**src/rtl/pc_fetch_stage_pkg.sv**
```systemverilog
// ============================================================================
// Module   : pc_fetch_stage_pkg
// Brief    : Shared constants and enums for the fetch stage and its next-PC mux.
// Revision : 1.0  initial release
// ============================================================================
`default_nettype none

package pc_fetch_stage_pkg;

  localparam int          c_word_w    = 32;
  localparam logic [31:0] c_reset_pc  = 32'h0000_0000;
  localparam logic [31:0] c_halt_word = 32'hFFFF_FFFF;

  typedef enum logic [0:0] {
    ST_RUN    = 1'b0,
    ST_HALTED = 1'b1
  } fetch_state_e;

  typedef enum logic [1:0] {
    SEL_HOLD     = 2'd0,
    SEL_REDIRECT = 2'd1,
    SEL_HALT     = 2'd2,
    SEL_SEQ      = 2'd3
  } next_sel_e;

endpackage

`default_nettype wire

```
**src/rtl/pc_fetch_stage_if.sv**
```systemverilog
// ============================================================================
// Module   : pc_fetch_stage_if
// Brief    : Control, instruction-memory and IF/ID bundle of the fetch stage.
// Revision : 1.0  initial release
// ============================================================================
`default_nettype none

interface pc_fetch_stage_if;
  import pc_fetch_stage_pkg::*;

  logic                stall;
  logic                branch_taken;
  logic [c_word_w-1:0] branch_addr;
  logic                jump;
  logic [c_word_w-1:0] jump_addr;
  logic                jr;
  logic [c_word_w-1:0] jr_addr;
  logic [c_word_w-1:0] imem_rdata;
  logic [c_word_w-1:0] imem_addr;
  logic [c_word_w-1:0] if_id_instruction;
  logic [c_word_w-1:0] if_id_pc_plus_4;
  logic                if_id_valid;
  logic                halted;
  logic                fetch_error;
  logic [c_word_w-1:0] fetch_count;

  // master is the fetch stage itself
  modport master (
    input  stall, branch_taken, branch_addr, jump, jump_addr, jr, jr_addr,
           imem_rdata,
    output imem_addr, if_id_instruction, if_id_pc_plus_4, if_id_valid,
           halted, fetch_error, fetch_count
  );

  modport slave (
    output stall, branch_taken, branch_addr, jump, jump_addr, jr, jr_addr,
           imem_rdata,
    input  imem_addr, if_id_instruction, if_id_pc_plus_4, if_id_valid,
           halted, fetch_error, fetch_count
  );

endinterface

`default_nettype wire

```
**src/rtl/pc_fetch_stage_next_pc_select.sv**
```systemverilog
// ============================================================================
// Module   : next_pc_select
// Brief    : Combinational next-PC priority mux with redirect alignment check.
// Revision : 1.0  initial release
// ============================================================================
`default_nettype none

module next_pc_select
  import pc_fetch_stage_pkg::*;
#(
  parameter logic [31:0] HALT_WORD = c_halt_word
) (
  input  logic [c_word_w-1:0] i_pc,
  input  logic                i_stall,
  input  logic                i_jr,
  input  logic [c_word_w-1:0] i_jr_addr,
  input  logic                i_jump,
  input  logic [c_word_w-1:0] i_jump_addr,
  input  logic                i_branch_taken,
  input  logic [c_word_w-1:0] i_branch_addr,
  input  logic [c_word_w-1:0] i_imem_rdata,
  output next_sel_e           o_sel,
  output logic [c_word_w-1:0] o_target,
  output logic [c_word_w-1:0] o_pc_plus_4,
  output logic                o_misaligned
);

  logic [c_word_w-1:0] w_pc_plus_4;

  assign w_pc_plus_4 = i_pc + c_word_w'(4);
  assign o_pc_plus_4 = w_pc_plus_4;

  // stall > jr > jump > branch > halt detect > sequential
  always_comb begin
    o_sel    = SEL_SEQ;
    o_target = w_pc_plus_4;
    if (i_stall) begin
      o_sel    = SEL_HOLD;
      o_target = i_pc;
    end else if (i_jr) begin
      o_sel    = SEL_REDIRECT;
      o_target = i_jr_addr;
    end else if (i_jump) begin
      o_sel    = SEL_REDIRECT;
      o_target = i_jump_addr;
    end else if (i_branch_taken) begin
      o_sel    = SEL_REDIRECT;
      o_target = i_branch_addr;
    end else if (i_imem_rdata == HALT_WORD) begin
      o_sel    = SEL_HALT;
      o_target = i_pc;
    end
  end

  assign o_misaligned = (o_sel == SEL_REDIRECT) && (o_target[1:0] != 2'b00);

endmodule

`default_nettype wire

```
**src/rtl/pc_fetch_stage.sv**
```systemverilog
// ============================================================================
// Module   : pc_fetch_stage
// Brief    : PC register, IF/ID latch and RUN/HALTED fetch FSM.
// Revision : 1.0  initial release
// ============================================================================
`default_nettype none

module pc_fetch_stage
  import pc_fetch_stage_pkg::*;
#(
  parameter logic [31:0] RESET_PC         = c_reset_pc,
  parameter logic [31:0] HALT_WORD        = c_halt_word,
  parameter logic [31:0] FETCH_COUNT_INIT = 32'h0000_0000
) (
  input  wire logic         clk,
  input  wire logic         reset,
  pc_fetch_stage_if.master  bus
);

  fetch_state_e        r_state;
  logic [c_word_w-1:0] r_pc;
  logic [c_word_w-1:0] r_instr;
  logic [c_word_w-1:0] r_pc_plus_4;
  logic                r_valid;
  logic                r_halted;
  logic                r_fetch_error;
  logic [c_word_w-1:0] r_fetch_count;

  next_sel_e           w_sel;
  logic [c_word_w-1:0] w_target;
  logic [c_word_w-1:0] w_pc_plus_4;
  logic                w_misaligned;

  next_pc_select #(
    .HALT_WORD (HALT_WORD)
  ) u_next_pc_select (
    .i_pc           (r_pc),
    .i_stall        (bus.stall),
    .i_jr           (bus.jr),
    .i_jr_addr      (bus.jr_addr),
    .i_jump         (bus.jump),
    .i_jump_addr    (bus.jump_addr),
    .i_branch_taken (bus.branch_taken),
    .i_branch_addr  (bus.branch_addr),
    .i_imem_rdata   (bus.imem_rdata),
    .o_sel          (w_sel),
    .o_target       (w_target),
    .o_pc_plus_4    (w_pc_plus_4),
    .o_misaligned   (w_misaligned)
  );

  always_ff @(posedge clk) begin
    if (reset) begin
      r_state       <= ST_RUN;
      r_pc          <= RESET_PC;
      r_instr       <= '0;
      r_pc_plus_4   <= '0;
      r_valid       <= 1'b0;
      r_halted      <= 1'b0;
      r_fetch_error <= 1'b0;
      r_fetch_count <= FETCH_COUNT_INIT;
    end else begin
      case (r_state)
        ST_RUN: begin
          case (w_sel)
            SEL_HOLD: ;
            SEL_REDIRECT: begin
              // the word fetched this cycle is on the wrong path
              r_valid <= 1'b0;
              if (w_misaligned) begin
                r_fetch_error <= 1'b1;
                r_halted      <= 1'b1;
                r_state       <= ST_HALTED;
              end else begin
                r_pc <= w_target;
              end
            end
            SEL_HALT: begin
              r_instr       <= bus.imem_rdata;
              r_pc_plus_4   <= w_pc_plus_4;
              r_valid       <= 1'b1;
              r_fetch_count <= r_fetch_count + c_word_w'(1);
              r_halted      <= 1'b1;
              r_state       <= ST_HALTED;
            end
            default: begin
              r_instr       <= bus.imem_rdata;
              r_pc_plus_4   <= w_pc_plus_4;
              r_valid       <= 1'b1;
              r_fetch_count <= r_fetch_count + c_word_w'(1);
              r_pc          <= w_target;
            end
          endcase
        end
        default: begin
          r_valid <= 1'b0;
        end
      endcase
    end
  end

  assign bus.imem_addr         = r_pc;
  assign bus.if_id_instruction = r_instr;
  assign bus.if_id_pc_plus_4   = r_pc_plus_4;
  assign bus.if_id_valid       = r_valid;
  assign bus.halted            = r_halted;
  assign bus.fetch_error       = r_fetch_error;
  assign bus.fetch_count       = r_fetch_count;

endmodule

`default_nettype wire

```
**src/flat_wrapper.sv**
```systemverilog
// flat-port wrapper written by rule: the top's interface ports become plain ports
module pc_fetch_stage_flat import pc_fetch_stage_pkg::*;
#(
  parameter logic [31:0] RESET_PC         = c_reset_pc,
  parameter logic [31:0] HALT_WORD        = c_halt_word,
  parameter logic [31:0] FETCH_COUNT_INIT = 32'h0000_0000
)
  (clk, reset, bus_stall, bus_branch_taken, bus_branch_addr, bus_jump, bus_jump_addr, bus_jr, bus_jr_addr, bus_imem_rdata, bus_imem_addr, bus_if_id_instruction, bus_if_id_pc_plus_4, bus_if_id_valid, bus_halted, bus_fetch_error, bus_fetch_count);
  pc_fetch_stage_if bus_i ();
  input  wire logic clk;
  input  wire logic reset;
  input wire logic [$bits(bus_i.stall)-1:0] bus_stall;
  input wire logic [$bits(bus_i.branch_taken)-1:0] bus_branch_taken;
  input wire logic [$bits(bus_i.branch_addr)-1:0] bus_branch_addr;
  input wire logic [$bits(bus_i.jump)-1:0] bus_jump;
  input wire logic [$bits(bus_i.jump_addr)-1:0] bus_jump_addr;
  input wire logic [$bits(bus_i.jr)-1:0] bus_jr;
  input wire logic [$bits(bus_i.jr_addr)-1:0] bus_jr_addr;
  input wire logic [$bits(bus_i.imem_rdata)-1:0] bus_imem_rdata;
  output wire logic [$bits(bus_i.imem_addr)-1:0] bus_imem_addr;
  output wire logic [$bits(bus_i.if_id_instruction)-1:0] bus_if_id_instruction;
  output wire logic [$bits(bus_i.if_id_pc_plus_4)-1:0] bus_if_id_pc_plus_4;
  output wire logic [$bits(bus_i.if_id_valid)-1:0] bus_if_id_valid;
  output wire logic [$bits(bus_i.halted)-1:0] bus_halted;
  output wire logic [$bits(bus_i.fetch_error)-1:0] bus_fetch_error;
  output wire logic [$bits(bus_i.fetch_count)-1:0] bus_fetch_count;
  assign bus_i.stall = bus_stall;
  assign bus_i.branch_taken = bus_branch_taken;
  assign bus_i.branch_addr = bus_branch_addr;
  assign bus_i.jump = bus_jump;
  assign bus_i.jump_addr = bus_jump_addr;
  assign bus_i.jr = bus_jr;
  assign bus_i.jr_addr = bus_jr_addr;
  assign bus_i.imem_rdata = bus_imem_rdata;
  assign bus_imem_addr = bus_i.imem_addr;
  assign bus_if_id_instruction = bus_i.if_id_instruction;
  assign bus_if_id_pc_plus_4 = bus_i.if_id_pc_plus_4;
  assign bus_if_id_valid = bus_i.if_id_valid;
  assign bus_halted = bus_i.halted;
  assign bus_fetch_error = bus_i.fetch_error;
  assign bus_fetch_count = bus_i.fetch_count;
  pc_fetch_stage #(.RESET_PC(RESET_PC), .HALT_WORD(HALT_WORD), .FETCH_COUNT_INIT(FETCH_COUNT_INIT)) u_core (.clk(clk), .reset(reset), .bus(bus_i));
endmodule
```
**config.mk**
```make
export PLATFORM = sky130hd
export DESIGN_NAME = pc_fetch_stage_flat
export DESIGN_NICKNAME = d
export VERILOG_FILES = /design/src/rtl/pc_fetch_stage_pkg.sv /design/src/rtl/pc_fetch_stage_if.sv /design/src/rtl/pc_fetch_stage_next_pc_select.sv /design/src/rtl/pc_fetch_stage.sv /design/src/flat_wrapper.sv
export SDC_FILE = /design/constraint.sdc
export NUM_CORES = 1
export LEC_CHECK = 0
export ABC_AREA = 0
export CAP_MARGIN = 20
export CORE_MARGIN = 10
export CORE_UTILIZATION = 28
export CTS_CLUSTER_DIAMETER = 40
export DETAILED_ROUTE_END_ITERATION = 16
export HOLD_SLACK_MARGIN = 0.1
export PLACE_DENSITY = 0.56
export REMOVE_ABC_BUFFERS = 1
export SLEW_MARGIN = 20
export SYNTH_ARGS = -nofsm -noshare
export SYNTH_HDL_FRONTEND = slang
export SYNTH_SLANG_ARGS = --single-unit
```
**constraint.sdc**
```tcl
create_clock -name clk -period 8.8 [get_ports clk]
set_input_delay 1.76 -clock clk [delete_from_list [all_inputs] [get_ports clk]]
set_output_delay 1.76 -clock clk [all_outputs]
set_load 0.01 [all_outputs]
```
Word level (Yosys, flattened, before mapping)
Cells that the tools add are included.
Operators by class
  $add $sub $neg: 2
  equality and inequality tests: 5
  multiplexer cells: 18
  bitwise operators: 3
  reduce and logical (&&, ||, !) cells: 11
Operators by type and width (count)
  $mux W32: 6
  $pmux W32 S2: 1
  $add A32 B1 Y32 const B: 1
  $add A32 B3 Y32 const B: 1
  $eq A32 B32 Y1 const B: 1
  $reduce_and A3 Y1: 3
  $mux W2: 4
  $pmux W1 S2: 3
  $reduce_or A2 Y1: 3
  $mux W1: 4
  $ne A2 B2 Y1 const B: 2
  $reduce_bool A2 Y1: 2
  $not A1 Y1: 3
  $eq A2 B1 Y1 const B: 1
  $eq A2 B2 Y1 const B: 1
  $logic_not A2 Y1: 1
  $reduce_and A2 Y1: 1
  $logic_and A1 B1 Y1: 1
Storage, ports and cells
  register bits after elaboration: 132
  bits of input ports: 134
  output and inout bits: 131
  logic and storage cells: 47

Longest topological paths before layout
  depth after elaboration: 11
  depth in mapped cells: 12
  mapped depth without buffers: 11

Hierarchy
A second synthesis with hierarchy kept.
Second synthesis, totals
  cells, all modules: 1024
  area total of the unflattened synthesis: 7483.4 sq um
By module, submodules not included
  pc_fetch_stage: instances 1, cells each 627, area an instance 5013.6 sq um, seq. area each 2642.5 sq um
  next_pc_select: instances 1, cells each 397, area an instance 2469.9 sq um, seq. area each 0.0 sq um

Worst setup path before layout
No wires, ideal clock.
  kind: input to register
  start: input port bus_branch_taken
  end: register u_core.r_fetch_count[27] (netlist: u_core.bus.fetch_count[27])
  library setup time: 0.070 ns
  data arrival time: 4.375 ns
  data required time: 8.730 ns
  slack: 4.354 ns
  stages: 11
  path buffers: 1
  cell sequence: or3_1 -> nor3_1 -> a31oi_1 -> ha_1 -> or3_4 -> nor3_4 -> nand2b_2 -> or3_1 -> buf_2 -> or3_1 -> a21oi_1
On the way
  cells in the longest elaborated chain, start to end: 8
  elaborated cells on any way between the ends: 9
  classes of those cells: 1 x eq/ne; 4 x mux; 1 x bitwise; 3 x reduce/logical
Ends and longest elaborated chain
  start: declaration: RTL line flat_wrapper.sv:13  | input wire logic [$bits(bus_i.branch_taken)-1:0] bus_branch_taken;
  $mux W2 (*): RTL line pc_fetch_stage_next_pc_select.sv:46  | end else if (i_branch_taken) begin
  $mux W2 (*): RTL line pc_fetch_stage_next_pc_select.sv:43  | end else if (i_jump) begin
  $mux W2 (*): RTL line pc_fetch_stage_next_pc_select.sv:40  | end else if (i_jr) begin
  $mux W2 (*): RTL line pc_fetch_stage_next_pc_select.sv:37  | if (i_stall) begin
  $eq A2 B1 Y1 or $logic_not A2 Y1 (tied branches): RTL line pc_fetch_stage.sv:65  | case (w_sel)
  $reduce_or A2 Y1 (no line) (*)
  $not A1 Y1 (no line) (*)
  $reduce_and A2 Y1 (no line) (*)
  end signal: assignment: RTL line pc_fetch_stage.sv:82  | r_fetch_count <= r_fetch_count + c_word_w'(1);
  end signal: assignment: RTL line pc_fetch_stage.sv:90  | r_fetch_count <= r_fetch_count + c_word_w'(1);
  end: declaration: RTL line pc_fetch_stage.sv:27  | logic [c_word_w-1:0] r_fetch_count;
Every way passes the cells marked *; elsewhere a longest branch is shown, timed or not.
A chain may end at the register's enable or synchronous reset.

Final worst setup path
  start: input port bus_branch_taken
  end: register u_core.r_fetch_count[30] (netlist: u_core.bus.fetch_count[30])
Same word-level chain as after synthesis.

==> metrics <==
Die Ht 174 µm; total wire length 28200 µm; buffer count from post-CTS setup fixing 0; RD Place Congestion 0.818; RSZ-0062 raised after global routing false; actual slew at the worst max-slew pin 922 ps; PostCTS Resize Cnt 0; CTS buffer count 17; deepest clock path buffer count 2; HP Class reg -> reg; fraction of registers with async set/reset 0; Mean Syn Cell Area 7.70 µm²; Min Clock Period, post-route 5620 ps; Most used DFF post-synth dfxtp_1; CTS H-Tree Depth 4; Rows 56; CTS root buf clkbuf_16; hold buffers post-CTS 0; Core Util, Final 0.433; CP Max Fanout 50; detailed placement HPWL 20700 µm; CP required 9060 ps; fmax 0.178 GHz; Rel. slew slack 0.385; final hold vios 0; critical path's most frequent cell or3_1; number of synthesized flops with an enable pin 0; dominant cells by area after synthesis dfxtp_1 (40%), nand2_1 (7.0%), a21oi_1 (6.8%), nor2_1 (4.9%), o21ai_0 (4.5%); #FFs+latches synth 132; Cell variety after synth 49; num ports 265; synth-to-layout area growth 52.9%; Max Clock Skew 14.1 ps; Placed Area 9500 µm²; antenna violations before repair 0; grt ovf 0; vias per cell 5.05; Seq/Total Area, Yosys 0.399; via count 7191; VDD IR max 0.116 mV; initial DRC count 478; Final #Nets 1232; First-pass DRT Iterations 7; power density over the cells 175 nW/µm²; Setup crit start kind input pin; final slew viol count 0; CTS tree done; core area 23400 µm²; area leader, netlist dfxtp_1; leakage 3.43 nW; first-pass GRT wire length 43200 µm; setup tns final 0 ps; Clock transition at path regs 60 ps; CTS sink count 132; Cell Chain, Critical Path clkdlybuf4s50_1, or3_1, nor3_1, a31oi_1, inv_1, ha_1, or3_4, or3_1, nor4_4, nand4_1, xor2_1, nor2_1; endpoints failing setup 0; number of nets with antenna violations after routing 0; Tot GR Track Use 0.179; Die Wd 174 µm; number of port buffers 264; slowest CP cell clkdlybuf4s50_1; DRC violation count after routing 0; WL per Instance 19.8 µm; post-place setup slack 2820 ps; crit path capture type register; synthesized cell area 6620 µm²; largest net degree at the start of global routing 78; vias in the first global route 7119; total of max-cap violations 0; top-area cell type share of the netlist area 0.399; Mapped Cells 860; type of the worst setup path in -> reg; crit-path max cell delay 900 ps; share of cells above drive strength 1 0.0498; Tcrit/Tclk final 0.638; Initial Utilization 0.283; Total Die Area 30200 µm²; status finished, final reports clean; Skew-Pair Late Insertion Delay 420 ps; WP data arrival 5880 ps; reg2reg setup slack 5870 ps; Final Worst Setup Slack 3180 ps; # diodes 0; post-route cell area 10100 µm²; synth warn 0
state kept, by name (all words and copies together), names as in the netlist:
signal,count
u_core.bus.fetch_count,32
u_core.bus.if_id_instruction,32
u_core.bus.if_id_pc_plus_4,32
u_core.bus.imem_addr,32
u_core.bus.fetch_error,1
u_core.bus.halted,1
u_core.bus.if_id_valid,1
u_core.r_state,1
cell usage after synthesis (2+ instances only):
cell       instances
a211o_1            2
a211oi_1          33
a21oi_1           90
a221oi_1           8
a311oi_1           5
a31oi_1           15
a32o_1             3
and2_1             3
and3_1            11
and4_1             5
buf_1              4
buf_2              2
buf_4              2
clkbuf_1          53
dfxtp_1          132
ha_1               6
inv_1             14
mux2i_1            4
nand2_1          123
nand2b_1           7
nand3_1           28
nand4_1           21
nor2_1            86
nor2b_1            4
nor3_1            18
nor4_1             3
o2111ai_1          6
o211ai_1           4
o21a_1            10
o21ai_0           60
o22ai_1           14
o31ai_1            6
o41ai_1            2
or2_2              2
or3_1             14
xnor2_1           25
xor2_1            23
power by group:
group / switching (mW) / internal, mW
Clock: 0.308 / 0.464
Combinational: 0.161 / 0.167
Sequential: 0.0348 / 0.634
area by class of cell:
type / instances / area (µm²)
multi-input combinational: 653 / 3700
tap: 319 / 399
fill: 2448 / 13300
timing repair buffer: 274 / 2710
inverter: 14 / 52.6
sequential: 132 / 2640
clock buffer: 18 / 439
clock inverter: 14 / 190
routing by layer:
layer	routed length [µm]	track usage	vias up
li1	-	-	3550
met1	12200	0.217	3359
met2	13100	0.294	266
met3	2690	0.0725	16
met4	227	0.0353	0
met5	0	0	-
placed cells by master, fill, tap and decap left out, types with 3 or more instances in the layout:
master,instances
o31ai_1,6
xor2_1,23
buf_4,11
mux2i_1,4
inv_6,6
clkdlybuf4s50_1,261
o22ai_1,14
a31oi_1,15
nor2_1,86
dfxtp_1,132
and3_1,11
nor4_1,3
bufinv_16,3
nor2b_1,4
a211oi_1,33
xnor2_1,25
inv_1,14
o21ai_0,60
nor3_1,17
o211ai_1,4
and4_1,5
a221oi_1,8
ha_1,6
nand4_1,21
nand2_1,123
or3_1,14
a32o_1,3
o2111ai_1,6
a21oi_1,90
clkbuf_16,17
and2_1,3
nand2b_1,7
a311oi_1,5
nand3_1,28
o21a_1,10
cell families (layout without fill, tap and decap cells):
group	count (synthesis)	in the layout	share of synthesized area
compound gates	264	264	0.244
xor+xnor	48	48	0.0635
buf+inv	75	320	0.0440
mux	4	4	0.00605
fa+ha+maj	6	6	0.0113
simple gates	331	331	0.232
flops	132	132	0.399
worst max-delay path: cells and delay by family:
kind	cells	cell delay [ps]
AOI/OAI and AO/OA	1	400
and+or+nand+nor	7	2200
buffers and inverters	2	1030
adders and majority gates	1	280
xor gates and xnor gates	1	180
path summary, 6_finish.rpt:
| path | from | cells past startpoint | end |
|---|---|---|---|
| setup reg to reg | u_core.bus.imem_addr[2]$_SDFFE_PP0P_ | 6 | u_core.bus.if_id_pc_plus_4[30]$_SDFFE_PP0P_ |
| setup / recovery | bus_branch_taken | 12 | u_core.bus.fetch_count[30]$_SDFFE_PP0P_ |
| hold reg to reg | u_core.bus.if_id_instruction[29]$_SDFFE_PP0P_ | 2 | u_core.bus.if_id_instruction[29]$_SDFFE_PP0P_ |
| hold / removal | u_core.bus.if_id_instruction[29]$_SDFFE_PP0P_ | 2 | u_core.bus.if_id_instruction[29]$_SDFFE_PP0P_ |
per-stage QoR:
step           std cells  hold slack [ps]  power, mW
2_1_floorplan        799              466      0.806
3_3_place_gp        1392              441       1.01
3_5_place_dp        1392              446       1.01
4_1_cts             1424              454       1.79
5_1_grt             1424              468       1.85
6_report            1424              454       1.77
Note: power is estimated with default switching activity, not from simulation.
